`config.mk`:
```
export PLATFORM = sky130hd
export DESIGN_NAME = cordic_sequencer
export DESIGN_NICKNAME = d
export VERILOG_FILES = /design/src/rtl/cordic_sequencer.sv
export SDC_FILE = /design/constraint.sdc
export NUM_CORES = 1
export LEC_CHECK = 0
export ABC_AREA = 0
export CORE_MARGIN = 2
export CORE_UTILIZATION = 35
export CTS_BUF_LIST = sky130_fd_sc_hd__clkbuf_4 sky130_fd_sc_hd__clkbuf_8 sky130_fd_sc_hd__clkbuf_16
export CTS_CLUSTER_SIZE = 30
export DETAILED_ROUTE_END_ITERATION = 16
export PLACE_DENSITY = 0.72
export SLEW_MARGIN = 20
export SYNTH_ARGS = -nofsm -noshare
export SYNTH_HDL_FRONTEND = slang
export SYNTH_SLANG_ARGS = --single-unit
```
`constraint.sdc`:
```
create_clock -name clk -period 2.67 [get_ports clk]
set_clock_uncertainty 0.2 [all_clocks]
set_input_delay 0.534 -clock clk [delete_from_list [all_inputs] [get_ports clk]]
set_output_delay 0.534 -clock clk [all_outputs]
set_load 0.005 [all_outputs]
```
`src/rtl/cordic_sequencer.sv`:
```
// rtl/cordic_sequencer.sv - iteration controller for the CORDIC rotation datapath
// Turns the comp level into a single start event and walks LOAD -> ITER(i=0..N_ITER-1) -> DONE.
module cordic_sequencer #(
    parameter int N_ITER = 16,
    parameter int IW     = 4
) (
    input  logic          clk,
    input  logic          reset,
    input  logic          comp,
    input  logic          abort,
    output logic [IW-1:0] i,
    output logic          load,
    output logic          en,
    output logic          stop,
    output logic          busy,
    output logic          done,
    output logic          result_valid
);

    typedef enum logic [1:0] {
        IDLE = 2'd0,
        LOAD = 2'd1,
        ITER = 2'd2,
        DONE = 2'd3
    } state_t;

    localparam logic [IW-1:0] I_LAST = IW'(N_ITER - 1);

    state_t        state;
    state_t        state_nxt;
    logic [IW-1:0] i_nxt;
    logic          rv_nxt;
    logic          s1;
    logic          s2;
    logic          s2_d;
    logic          start;

    // comp is an unsynchronised switch level; only its rising edge starts a run
    assign start = s2 & ~s2_d;

    always_ff @(posedge clk or negedge reset) begin
        if (!reset) begin
            s1           <= 1'b0;
            s2           <= 1'b0;
            s2_d         <= 1'b0;
            state        <= IDLE;
            i            <= '0;
            result_valid <= 1'b0;
        end else begin
            s1           <= comp;
            s2           <= s1;
            s2_d         <= s2;
            state        <= state_nxt;
            i            <= i_nxt;
            result_valid <= rv_nxt;
        end
    end

    always_comb begin
        state_nxt = state;
        i_nxt     = i;
        rv_nxt    = result_valid;
        case (state)
            IDLE: begin
                i_nxt = '0;
                if (start) begin
                    state_nxt = LOAD;
                    rv_nxt    = 1'b0;
                end
            end
            LOAD: begin
                i_nxt = '0;
                if (abort) begin
                    state_nxt = IDLE;
                    rv_nxt    = 1'b0;
                end else begin
                    state_nxt = ITER;
                end
            end
            ITER: begin
                // abort wins over the final-iteration transition
                if (abort) begin
                    state_nxt = IDLE;
                    i_nxt     = '0;
                    rv_nxt    = 1'b0;
                end else if (i == I_LAST) begin
                    state_nxt = DONE;
                    rv_nxt    = 1'b1;
                end else begin
                    i_nxt = i + 1'b1;
                end
            end
            DONE: begin
                state_nxt = IDLE;
                i_nxt     = '0;
            end
            default: begin
                state_nxt = IDLE;
                i_nxt     = '0;
            end
        endcase
    end

    assign load = (state == LOAD);
    assign en   = (state == ITER);
    assign stop = ~(load | en);
    assign busy = load | en;
    assign done = (state == DONE);

endmodule
```
==> impl_metrics.toml <==
[setup_path]
slowest_stage = "clkdlybuf4s50_1"
endpoint_kind = "primary output"
max_stage_delay_ns = 0.48
r2r_cells = 5
crit_type = "reg2out"
cp.required_ns = 1.94
worst_r2r_endpoint = "result_valid"
startpoint_type = "flip-flop"
crit_path_start = "state[0]"
cp_data_arrival_time_ns = 1.61
reg2reg_slack_ns = 0.97
cp_common_cell = "inv_1"
cp_max_fo = 4
path_cells = "inv_1 -> ha_1 -> inv_1 -> clkdlybuf4s50_1"
reg2reg_from = "state[0]"

[detailed_routing]
drt-initial-drc-count = 3
first_pass_iters = 2
drt-total-wl_um = 958
detail-route-antenna-nets = 0
vias = 392
viasPerCell = 5.09
remaining_drc_errors = 0
wl_per_cell_um = 12.4

[pwr]
ir_drop_mv = 0.364
power_leakage_nw = 0.298
pwr_density_cell_mw_per_mm2 = 787

[die]
io_pins = 14
fp.dieH_um = 42.8
rows = 13
coreArea_mm2 = 0.00135
initial_utilization_pct = 39.0
die_w_um = 42.8
dieArea_mm2 = 0.00183

[synthesis]
ys_types = 20
synth_area_per_cell_um2 = 11.7
synthesis.area_um2 = 527
synth_cells = 45
ys_ff_latch = 10
synth_top_area_cell = "dfrtp_1"
syn_nets = 55
synth_top_flop_cell = "dfrtp_1"
ys_top_cells_by_area = "dfrtp_1, ha_1, a2111oi_4, a211oi_1, nand3_4"
synth_top_area_share_pct = 47.5
synth-seq-area-share_pct = 47.5
synthArstFlopShare_pct = 100
synth_edf_count = 0
ys_warn_count = 0

[global_route]
antenna_found_initial = 0
grt_pass1_vias = 372
grt-ovfl-total = 0
grt_usage_pct = 12.5
grt_max_degree = 11
grt_pass1_wl_mm = 1.68

[place]
io_buffers = 13
dp_hpwl_um = 795
dp_cells = 73
place_congestion = 0.696
placed_area_um2 = 676

[sta]
fin_hold_ws_ns = 0.151
fmax_mhz = 426
finalCriticalPeriod_ns = 2.35
post-route-period-util_pct = 87.9
finalSetupViolCount = 0
finalHoldViolations = 0
rsz0062_at_grt = "false"
drv_slew = 0
tightest_slew_ns = 0.437
slew_headroom_pct = 70.7
finalSetupTns_ns = 0

[finish]
antenna_cells = 0
drive_above_1_share_pct = 9.68
final_cells = 77
synthToLayoutAreaGrowth_pct = 35.2
fin_nets = 73
finalInstanceArea_um2 = 712

[min_path]
hold_end = "s2"
worstHoldPathType = "reg2reg"
hold_start = "s1"
holdPathStages = 0

[run]
cap_violations = 0

[outcome]
status = "completed"

[clocking]
clockBufferDepth = 2
cts_tree = "done"
clkTransAtPathRegs_ns = 0.07
root_buffer = "clkbuf_4"
clock-sinks = 10
ctsHoldBuffers = 0
cts_buffers = 3
postCtsResizedCells = 0
cts_setup_buffers = 0
insertion_delay_ns = 0.26
htree_levels = 1
-- how the worst max path moves through the flow --
stage,endpoint,cells after the start,slack (ns)
finish,stop,4,0.32
global route,stop,4,0.21
CTS,stop,4,0.31
detailed placement,stop,4,0.61
global placement,stop,4,0.64
floorplan,stop,3,1.11
-- stage by stage --
| step | setup slack, ns | total power [mW] | utilization (%) |
|---|---|---|---|
| 3_5_place_dp | 0.607 | 0.433 | 50.0 |
| 4_1_cts | 0.312 | 0.570 | 52.7 |
| 2_1_floorplan | 1.11 | 0.323 | - |
| 5_1_grt | 0.213 | 0.604 | 52.7 |
| 6_report | 0.323 | 0.560 | 52.7 |
| 3_3_place_gp | 0.637 | 0.426 | 50.0 |
-- area by class of cell --
type / count / area [um^2]
Inverter: 4 / 15.0
Timing Repair Buffer: 13 / 130
Tap cell: 15 / 18.8
Multi-Input combinational cell: 31 / 262
Sequential cell: 10 / 250
Fill cell: 139 / 638
Clock buffer: 4 / 36.3
-- where the power goes --
group / switching [mW] / total [mW] / internal (mW)
Sequential: 0.0120 / 0.180 / 0.168
Clock: 0.0504 / 0.133 / 0.0826
Combinational: 0.118 / 0.247 / 0.129
Total: 0.180 / 0.560 / 0.380
-- cells in the mapped netlist, types with 2 or more instances --
master	count
nor2b_1	2
o21ai_0	2
nor2_1	3
a21oi_1	2
a211oi_1	3
ha_1	6
inv_1	4
nand2b_1	2
dfrtp_1	10
-- placed cells by master (no fill, tap or decap) --
| master | Yosys | layout |
|---|---|---|
| nor3_1 | 1 | 1 |
| o21ai_0 | 2 | 2 |
| a2111oi_4 | 1 | 1 |
| clkbuf_4 | 0 | 3 |
| nand4_1 | 1 | 1 |
| nand2b_1 | 2 | 2 |
| a21oi_1 | 2 | 2 |
| nand3_4 | 1 | 1 |
| mux2i_1 | 1 | 1 |
| xnor2_1 | 1 | 1 |
| a2bb2oi_1 | 1 | 1 |
| a211oi_1 | 3 | 3 |
| nor2_1 | 3 | 3 |
| ha_1 | 6 | 6 |
| inv_1 | 4 | 4 |
| nor2b_1 | 2 | 2 |
| dfrtp_1 | 10 | 10 |
| clkbuf_8 | 0 | 1 |
| a22o_1 | 1 | 1 |
| clkdlybuf4s50_1 | 0 | 13 |
| nand2_1 | 1 | 1 |
| nand3_1 | 1 | 1 |
| a31oi_1 | 1 | 1 |
-- worst max-delay path: cells and delay by family, from the launching register on --
kind       cells  cell delay, ns
fa+ha+maj      1            0.27
buf+inv        3            0.68
flops          1            0.40
-- sequential cells by signal, indices dropped and copies added, names as in the netlist --
name          flops
s2                1
s1                1
state             2
s2_d              1
result_valid      1
i                 4
-- per-layer routing --
| layer | vias to the layer above | track usage, % | wire length (um) |
|---|---|---|---|
| met5 | - | 0 | 0 |
| met4 | 0 | 5.63 | 14 |
| met3 | 2 | 3.83 | 29 |
| met2 | 5 | 19.4 | 466 |
| met1 | 190 | 15.7 | 448 |
| li1 | 195 | - | - |
-- logic make-up after synthesis --
kind of cell,synth area share (%)
buffers and inverters,2.85
AND/OR/NAND/NOR,14.0
adder cells (fa/ha/maj),14.3
multiplexers,1.90
AO/OA/AOI/OAI,17.8
XOR/XNOR,1.66
flip-flops,47.5
Power figures use the tool's default switching activity.
